==> src/rtl/regfile_wb_arbiter.sv <==
// Writeback arbiter for a single-write-port register file.
// Two sources (ALU, LSU) each feed a small in-order FIFO via valid/ready. A
// round-robin arbiter drains one head per cycle into a registered write stage.
// A per-register busy vector reports every buffered or in-flight write.
module regfile_wb_arbiter #(
    parameter int unsigned DATA_W = 32,
    parameter int unsigned ADDR_W = 5,
    parameter int unsigned DEPTH  = 2
) (
    input  logic                     clock,
    input  logic                     reset_n,

    input  logic                     alu_valid,
    output logic                     alu_ready,
    input  logic [ADDR_W-1:0]        alu_rd,
    input  logic [DATA_W-1:0]        alu_data,

    input  logic                     lsu_valid,
    output logic                     lsu_ready,
    input  logic [ADDR_W-1:0]        lsu_rd,
    input  logic [DATA_W-1:0]        lsu_data,

    output logic [ADDR_W-1:0]        writereg,
    output logic [DATA_W-1:0]        writedata,
    output logic                     regwrite,
    output logic [(2**ADDR_W)-1:0]   busy
);

    localparam int unsigned NumSrc  = 2;
    localparam int unsigned NumRegs = 2 ** ADDR_W;
    localparam int unsigned PtrW    = $clog2(DEPTH);
    localparam int unsigned CntW    = $clog2(DEPTH + 1);

    // Source index 0 is the ALU, 1 is the LSU.
    typedef enum logic {
        SrcAlu = 1'b0,
        SrcLsu = 1'b1
    } src_e;

    // Per-source views of the request ports so both FIFOs share one description.
    logic [NumSrc-1:0]             in_valid;
    logic [NumSrc-1:0][ADDR_W-1:0] in_rd;
    logic [NumSrc-1:0][DATA_W-1:0] in_data;

    assign in_valid = {lsu_valid, alu_valid};
    assign in_rd    = {lsu_rd, alu_rd};
    assign in_data  = {lsu_data, alu_data};

    // FIFO storage and bookkeeping.
    logic [ADDR_W-1:0]           fifo_rd_q   [NumSrc][DEPTH];
    logic [DATA_W-1:0]           fifo_data_q [NumSrc][DEPTH];
    logic [NumSrc-1:0][PtrW-1:0] wptr_q, wptr_d;
    logic [NumSrc-1:0][PtrW-1:0] rptr_q, rptr_d;
    logic [NumSrc-1:0][CntW-1:0] cnt_q, cnt_d;

    // Write stage and arbitration history.
    logic              regwrite_q, regwrite_d;
    logic [ADDR_W-1:0] writereg_q, writereg_d;
    logic [DATA_W-1:0] writedata_q, writedata_d;
    src_e              last_q, last_d;

    logic [NumSrc-1:0] ready;
    logic [NumSrc-1:0] nonempty;
    logic [NumSrc-1:0] push;
    logic [NumSrc-1:0] pop;
    logic              grant_alu;
    logic              grant_lsu;
    logic [ADDR_W-1:0] head_rd;
    logic [DATA_W-1:0] head_data;
    logic [NumRegs-1:0] busy_vec;

    // Handshake: ready only when out of reset and not full (no pop-through).
    // Writes to x0 complete the handshake but are never stored.
    always_comb begin
        ready    = '0;
        nonempty = '0;
        push     = '0;
        for (int s = 0; s < int'(NumSrc); s++) begin
            ready[s]    = reset_n && (cnt_q[s] != CntW'(DEPTH));
            nonempty[s] = (cnt_q[s] != '0);
            push[s]     = in_valid[s] && ready[s] && (in_rd[s] != '0);
        end
    end

    assign alu_ready = ready[0];
    assign lsu_ready = ready[1];

    // Round-robin: a lone non-empty source wins; on a tie the source that did
    // not win last time wins.
    always_comb begin
        grant_alu = nonempty[0] && (!nonempty[1] || (last_q == SrcLsu));
        grant_lsu = nonempty[1] && !grant_alu;
        pop       = {grant_lsu, grant_alu};
        head_rd   = grant_alu ? fifo_rd_q[0][rptr_q[0]]   : fifo_rd_q[1][rptr_q[1]];
        head_data = grant_alu ? fifo_data_q[0][rptr_q[0]] : fifo_data_q[1][rptr_q[1]];
    end

    // FIFO pointer and occupancy next state; pointers wrap since DEPTH is 2**n.
    always_comb begin
        wptr_d = wptr_q;
        rptr_d = rptr_q;
        cnt_d  = cnt_q;
        for (int s = 0; s < int'(NumSrc); s++) begin
            wptr_d[s] = wptr_q[s] + PtrW'(push[s]);
            rptr_d[s] = rptr_q[s] + PtrW'(pop[s]);
            cnt_d[s]  = cnt_q[s] + CntW'(push[s]) - CntW'(pop[s]);
        end
    end

    // Write stage next state: a grant loads the head; otherwise address/data hold.
    always_comb begin
        regwrite_d  = grant_alu || grant_lsu;
        writereg_d  = writereg_q;
        writedata_d = writedata_q;
        last_d      = last_q;
        if (grant_alu || grant_lsu) begin
            writereg_d  = head_rd;
            writedata_d = head_data;
            last_d      = grant_alu ? SrcAlu : SrcLsu;
        end
    end

    // FIFO control registers, cleared by reset so buffered writes are dropped.
    always_ff @(posedge clock) begin
        if (!reset_n) begin
            wptr_q <= '0;
            rptr_q <= '0;
            cnt_q  <= '0;
        end else begin
            wptr_q <= wptr_d;
            rptr_q <= rptr_d;
            cnt_q  <= cnt_d;
        end
    end

    // FIFO storage; contents only matter where the occupancy count says so.
    always_ff @(posedge clock) begin
        for (int s = 0; s < int'(NumSrc); s++) begin
            if (push[s]) begin
                fifo_rd_q[s][wptr_q[s]]   <= in_rd[s];
                fifo_data_q[s][wptr_q[s]] <= in_data[s];
            end
        end
    end

    // Write stage and round-robin history; after reset the ALU wins the first tie.
    always_ff @(posedge clock) begin
        if (!reset_n) begin
            regwrite_q  <= 1'b0;
            writereg_q  <= '0;
            writedata_q <= '0;
            last_q      <= SrcLsu;
        end else begin
            regwrite_q  <= regwrite_d;
            writereg_q  <= writereg_d;
            writedata_q <= writedata_d;
            last_q      <= last_d;
        end
    end

    // Busy: every occupied FIFO slot plus the active write stage, from state only.
    always_comb begin
        busy_vec = '0;
        for (int s = 0; s < int'(NumSrc); s++) begin
            for (int i = 0; i < int'(DEPTH); i++) begin
                if (CntW'(i) < cnt_q[s]) begin
                    busy_vec[fifo_rd_q[s][PtrW'(rptr_q[s] + PtrW'(i))]] = 1'b1;
                end
            end
        end
        if (regwrite_q) begin
            busy_vec[writereg_q] = 1'b1;
        end
        busy_vec[0] = 1'b0;
    end

    assign busy      = busy_vec;
    assign regwrite  = regwrite_q;
    assign writereg  = writereg_q;
    assign writedata = writedata_q;

endmodule

==> config.mk <==
export PLATFORM = sky130hd
export DESIGN_NAME = regfile_wb_arbiter
export DESIGN_NICKNAME = d
export VERILOG_FILES = /design/src/rtl/regfile_wb_arbiter.sv
export SDC_FILE = /design/constraint.sdc
export NUM_CORES = 1
export LEC_CHECK = 0
export BUFFER_PORTS_ARGS = -buffer_cell sky130_fd_sc_hd__clkbuf_2
export CAP_MARGIN = 30
export CORE_MARGIN = 10
export CORE_UTILIZATION = 55
export CTS_CLUSTER_SIZE = 20
export DETAILED_ROUTE_END_ITERATION = 16
export GPL_TIMING_DRIVEN = 0
export PLACE_DENSITY_LB_ADDON = 0.1
export SYNTH_ARGS = -nofsm -noshare
export SYNTH_HDL_FRONTEND = slang
export SYNTH_SLANG_ARGS = --single-unit
==> constraint.sdc <==
create_clock -name clock -period 3.3 [get_ports clock]
set_clock_uncertainty 0.15 [all_clocks]
set_input_delay 0.495 -clock clock [delete_from_list [all_inputs] [get_ports clock]]
set_output_delay 0.495 -clock clock [all_outputs]
set_load 0.1 [all_outputs]
* After elaboration in Yosys (flattened, before gate mapping)
Memory sizes are Yosys's and may differ from the RTL's.
Index checks and enable logic that the tools add are counted.
** Word-level totals
- Register bits after elaboration :: 47
- Bits in writable memories :: 148
- Output and inout bits :: 72
- Word-level logic and storage cells :: 129
- Memories :: 2
** Cells by class
- Add/subtract/negate cells :: 10
- Magnitude comparators :: 22
- Eq/ne operators :: 2
- Muxes and demuxes :: 50
- Bitwise logic cells :: 10
- Reductions and logical operators :: 23
** Memories
- fifo_data_q :: words 2, width 64, rd ports 2, clocked after Yosys merged registers in 0, wr ports 2, line 51 : logic [DATA_W-1:0] fifo_data_q [NumSrc][DEPTH];
- fifo_rd_q :: words 2, width 10, rd ports 2, clocked after Yosys merged registers in 0, wr ports 2, line 50 : logic [ADDR_W-1:0] fifo_rd_q [NumSrc][DEPTH];
** Operators with widths (count)
- $mux 32 :: 14
- $mux 64 :: 2
- $or 32x32->32 :: 4
- $mux 5 :: 15
- $demux 32 s1 :: 2
- $lt 5x6->1 const B :: 5
- $demux 1 s5 :: 5
- $ge 5x1->1 const B :: 5
- $mux 10 :: 2
- $logic_and 1x1->1 :: 15
- $ge 2x2->1 const B :: 6
- $not 1->2 :: 6
- $demux 5 s1 :: 2
- $reduce_bool 5->1 :: 2
- $lt 1x2->1 const A :: 4
- $mux 1 :: 8
- $add 1x1->1 :: 4
- $add 2x1->2 :: 2
- $lt 2x1->1 const B :: 2
- $ne 2x2->1 const B :: 2
- $reduce_bool 2->1 :: 2
- $sub 2x1->2 :: 2
- $add 1x1->1 const B :: 2
- $logic_not 1->1 :: 2
- $logic_or 1x1->1 :: 2

* Longest topological paths before layout
- Depth in word-level cells :: 17
- Gate-level depth with buffers :: 11

* Worst setup path after synthesis
Ideal clock, no wire load.
- Kind :: reg-to-reg
- Start :: register cnt_q[2] in the netlist's numbering
- End :: memory fifo_data_q[0][64] in the netlist's numbering, enable pin
- Library setup time :: 398 ps
- Arrival time :: 4249 ps
- Required time :: 2752 ps
- Path slack :: -1497 ps
- Cell stages (with the launch flop) :: 6
- Clock period less this slack :: 4797 ps
- Path through :: dfxtp_1 -> inv_1 -> a21boi_0 -> o211ai_1 -> inv_1 -> ha_1
** RTL lines
- start: declaration :: line 54 : logic [NumSrc-1:0][CntW-1:0] cnt_q, cnt_d;
- start signal: assignment :: line 132 : cnt_q <= cnt_d;
- end: declaration :: line 51

* Worst setup path in the final report
- Start :: register rptr_q[1] in the netlist's numbering
- End :: output port busy[11]
** Between the ends
- Word-level cells in the longest chain between the ends :: 14
** Ends and longest elaborated chain
- start: declaration :: line 53 : logic [NumSrc-1:0][PtrW-1:0] rptr_q, rptr_d;
- start signal: assignment :: line 131 : rptr_q <= rptr_d;
- $not 1->2 (implied by the code) :: line 167 : busy_vec[fifo_rd_q[s][PtrW'(rptr_q[s] + PtrW'(i))]] = 1'b1;
- $mux 5 (implied by the code) (3 in a row) :: line 167
- $lt 5x6->1 (implied by the code) / $ge 5x1->1 (equally long branches) :: line 167
- $logic_and 1x1->1 (implied by the code) :: line 167
- $mux 1 (implied by the code) :: line 167
- $demux 1 s5 :: line 167
- $or 32x32->32 (no line)
- $mux 32 :: line 166 : if (CntW'(i) < cnt_q[s]) begin
- $or 32x32->32 (no line)
- $mux 32 * :: line 166
- $or 32x32->32 (no line)
- $mux 32 * :: line 171 : if (regwrite_q) begin
- end: declaration :: line 26 : output logic [(2**ADDR_W)-1:0] busy
Every way passes the cells marked *; elsewhere a longest branch is shown, timed or not. The select of a mux whose other input is x is not followed.

==> impl_results.md <==
* Status: finished clean
* Worst hold path depth at 1
* H-tree depth at 4
* Max VDD drop at 0.000631 V
* CTS Buf Count at 17
* Antenna cells at 0
* Total power at 10.5 mW
* I/O pin cnt at 150
* WL/cell at 23.9 um
* Gr ovfl total at 0
* Root Buffer: clkbuf_16
* Worst-path clk slew at 0.08 ns
* Die area at 0.0222 mm^2
* Core box area at 0.0164 mm^2
* Crit path launch type: flop
* FF-to-FF path depth at 6
* Max-Cap Viols at 0
* Setup ws final at 0.0442 ns
* Reg-to-Reg Start: cnt_q[2]$_SDFF_PN0_
* Crit end category: output port
* Post-Syn Area at 0.00913 mm^2
* Buffers on Ports at 148
* Largest cells by area after synthesis: edfxtp_1 (49%), dfxtp_1 (10%), mux2i_1 (7.0%), nand3_1 (3.8%), a32oi_1 (3.7%)
* Vias in the first global route at 7358
* Final count of hold timing violations at 0
* Syn nets at 821
* CP startpoint: rptr_q[1]$_SDFF_PN0_
* CTS tree: built
* WP data arrival at 2.61 ns
* Layout net count at 993
* R2R Setup Slk at 0.85 ns
* Crit-path max FO at 10
* Initial antenna violation count at 0
* Relative slew margins at 43.0%
* Mean Syn Cell Area at 12.4 um^2
* Hold endpoint: fifo_data_q[0][17]$_DFFE_PP_
* Hpwl dp at 19600 um
* Die Wd at 149 um
* Share of layout cells above drive strength 1 at 28.6%
* FF-to-FF End: fifo_data_q[0][70]$_DFFE_PP_
* Number of synthesized flops with an enable pin at 148
* Buffer levels on the longest clock path at 2
* Pre-antenna DRT Iters at 8
* Initial Util at 55.7%
* Yosys top cell by area: edfxtp_1
* Synth cell types at 56
* DP Worst Slack at 0.233 ns
* Clk Latency, worst-skew pair at 0.44 ns
* Area share of the largest cell type after synthesis at 48.7%
* Hold path start: alu_data[17]
* Pins Over Slew Limit at 0
* Period utilization at 98.7%
* First-pass GRT wire length at 41400 um
* Initial drt markers at 795
* Postcts setup bufs at 0
* Sequential cell area fraction in the yosys report at 59.0%
* Actual slew at the worst max-slew pin at 0.851 ns
* Detailed-route via count at 7125
* DRC at 0
* Slowest stage cell, crit path: o22ai_2
* Setup CP Type: flop to output port
* Max stage delay on crit path at 0.56 ns
* Final WL at 27200 um
* Global Route Usage Sum at 24.0%
* Lkg Pwr at 4.03 nW
* Row count at 47
* CTS Sinks at 195
* Top_reg_cell synth: edfxtp_1
* Max Clk Rate at 307 MHz
* Post-cts resize count at 13
* Post-Syn Instances at 735
* Die Y at 149 um
* Hold crit path type: input port to flop
* RSZ-0062 raised after global routing: no
* Min Tclk post-route at 3.26 ns
* Yosys reg bits at 195
* Area Overhead vs Synth at 20.7%
* Sum of negative setup slack at 0 ns
* Vias per inst at 6.25
* Gpl congestion at 0.952
* Antenna Nets Post-Route at 0
* Worst-path cell chain: buf_2 > buf_4 > nand2b_1 > o22ai_2 > a22oi_1 > nand3_1 > clkbuf_2
* Share of flip-flops with an asynchronous set or reset at 0%
* Largest net degree at the start of global routing at 27
* PwrDens at 953 mW/mm^2
* YS warnings at 0
* Final setup violation count at 0
* WP data required at 2.65 ns
* CTS Hold Buffers Added at 0
## worst max-delay path: cells and delay by family, from the launching register on
family	cells	cell delay, ns
AO/OA/AOI/OAI	2	0.76
buffers and inverters	3	0.80
AND/OR/NAND/NOR	2	0.31
flip-flops	1	0.30
## cell type report
| class | count | area, um^2 |
|---|---|---|
| clock buffers | 18 | 429 |
| multi-input cells | 481 | 3560 |
| fillers | 1211 | 5380 |
| plain buffers | 44 | 262 |
| flip-flops and latches | 195 | 5390 |
| well taps | 220 | 275 |
| clock inverters | 14 | 158 |
| repair buffers | 153 | 891 |
| inverters | 15 | 61.3 |
## Yosys cell counts, types with 6 or more instances
master and instances:
and2_1 7, nor2_1 32, nand2_1 46, a32oi_1 39
clkbuf_1 15, a22oi_1 17, xnor2_1 6, mux2i_1 64
o21ai_0 22, nor2b_1 21, nand3_1 70, a211oi_1 9
mux2_2 11, o22ai_1 17, dfxtp_1 47, ha_1 8
o21a_1 21, buf_2 9, nand2b_1 23, edfxtp_1 148
nand4_1 6, a221oi_1 8, inv_1 14, buf_4 14
o32ai_2 7
## worst max path at each step
| stage | end | slack [ns] | cells past startpoint |
|---|---|---|---|
| final | busy[11] | 0.04 | 7 |
| after global routing | busy[23] | 0.002 | 8 |
| after CTS | busy[21] | -0.11 | 7 |
| after detailed placement | busy[16] | 0.23 | 7 |
| after global placement | fifo_data_q[0][88]$_DFFE_PP_ | -0.04 | 5 |
| after floorplan | fifo_data_q[0][64]$_DFFE_PP_ | 0.01 | 5 |
## logic make-up after synthesis
logic type,Yosys count,share of synthesized area (%)
flip-flops,195,59.0
XOR/XNOR,6,0.575
other,1,0.0411
AO/OA/AOI/OAI,170,14.9
adder cells (fa/ha/maj),8,1.10
AND/OR/NAND/NOR,219,12.2
buffers and inverters,59,3.52
multiplexers,77,8.70
## cell usage in the layout, fill, tap and decap left out, types with 20 or more instances in the layout
| master | netlist | layout |
|---|---|---|
| o21ai_0 | 22 | 22 |
| a32oi_1 | 39 | 39 |
| mux2i_1 | 64 | 61 |
| nand2_1 | 46 | 46 |
| nand3_1 | 70 | 70 |
| o21a_1 | 21 | 21 |
| nor2b_1 | 21 | 21 |
| nand2b_1 | 23 | 23 |
| clkbuf_2 | 1 | 125 |
| edfxtp_1 | 148 | 148 |
| dfxtp_1 | 47 | 47 |
| clkbuf_4 | 0 | 20 |
| nor2_1 | 32 | 30 |
## state kept, by name, indices dropped and copies added (netlist names)
signal / cells
fifo_data_q: 128
writedata: 32
fifo_rd_q: 20
writereg: 5
cnt_q: 4
rptr_q: 2
wptr_q: 2
last_q: 1
regwrite: 1
## stage by stage
stage / instance area (um^2) / instances / hold WS [ns] / util [%]
floorplan: 9140 / 735 / 0.384 / -
global placement: 10200 / 1103 / 0.371 / 61.9
detailed placement: 10300 / 1108 / 0.380 / 62.6
CTS: 10900 / 1140 / 0.0753 / 66.5
global route: 11000 / 1140 / 0.0815 / 67.2
finish: 11000 / 1140 / 0.0928 / 67.2
## routing by layer
| layer | track usage, % | share of wire, % | wire length (um) |
|---|---|---|---|
| met1 | 30.2 | 41 | 11300 |
| met2 | 39.6 | 48 | 13100 |
| met3 | 5.25 | 7.5 | 2050 |
| met4 | 9.57 | 2.8 | 763 |
| met5 | 0 | 0 | 0 |
## report_power, final
part / total (mW) / leakage, nW / internal (mW) / switching, mW
Sequential: 3.27 / 1.74 / 3.03 / 0.241
Clock: 2.05 / 0.281 / 1.02 / 1.03
Combinational: 5.19 / 2.01 / 1.25 / 3.94
Total: 10.5 / 4.03 / 5.30 / 5.21
Note: power is estimated with default switching activity, not from simulation.
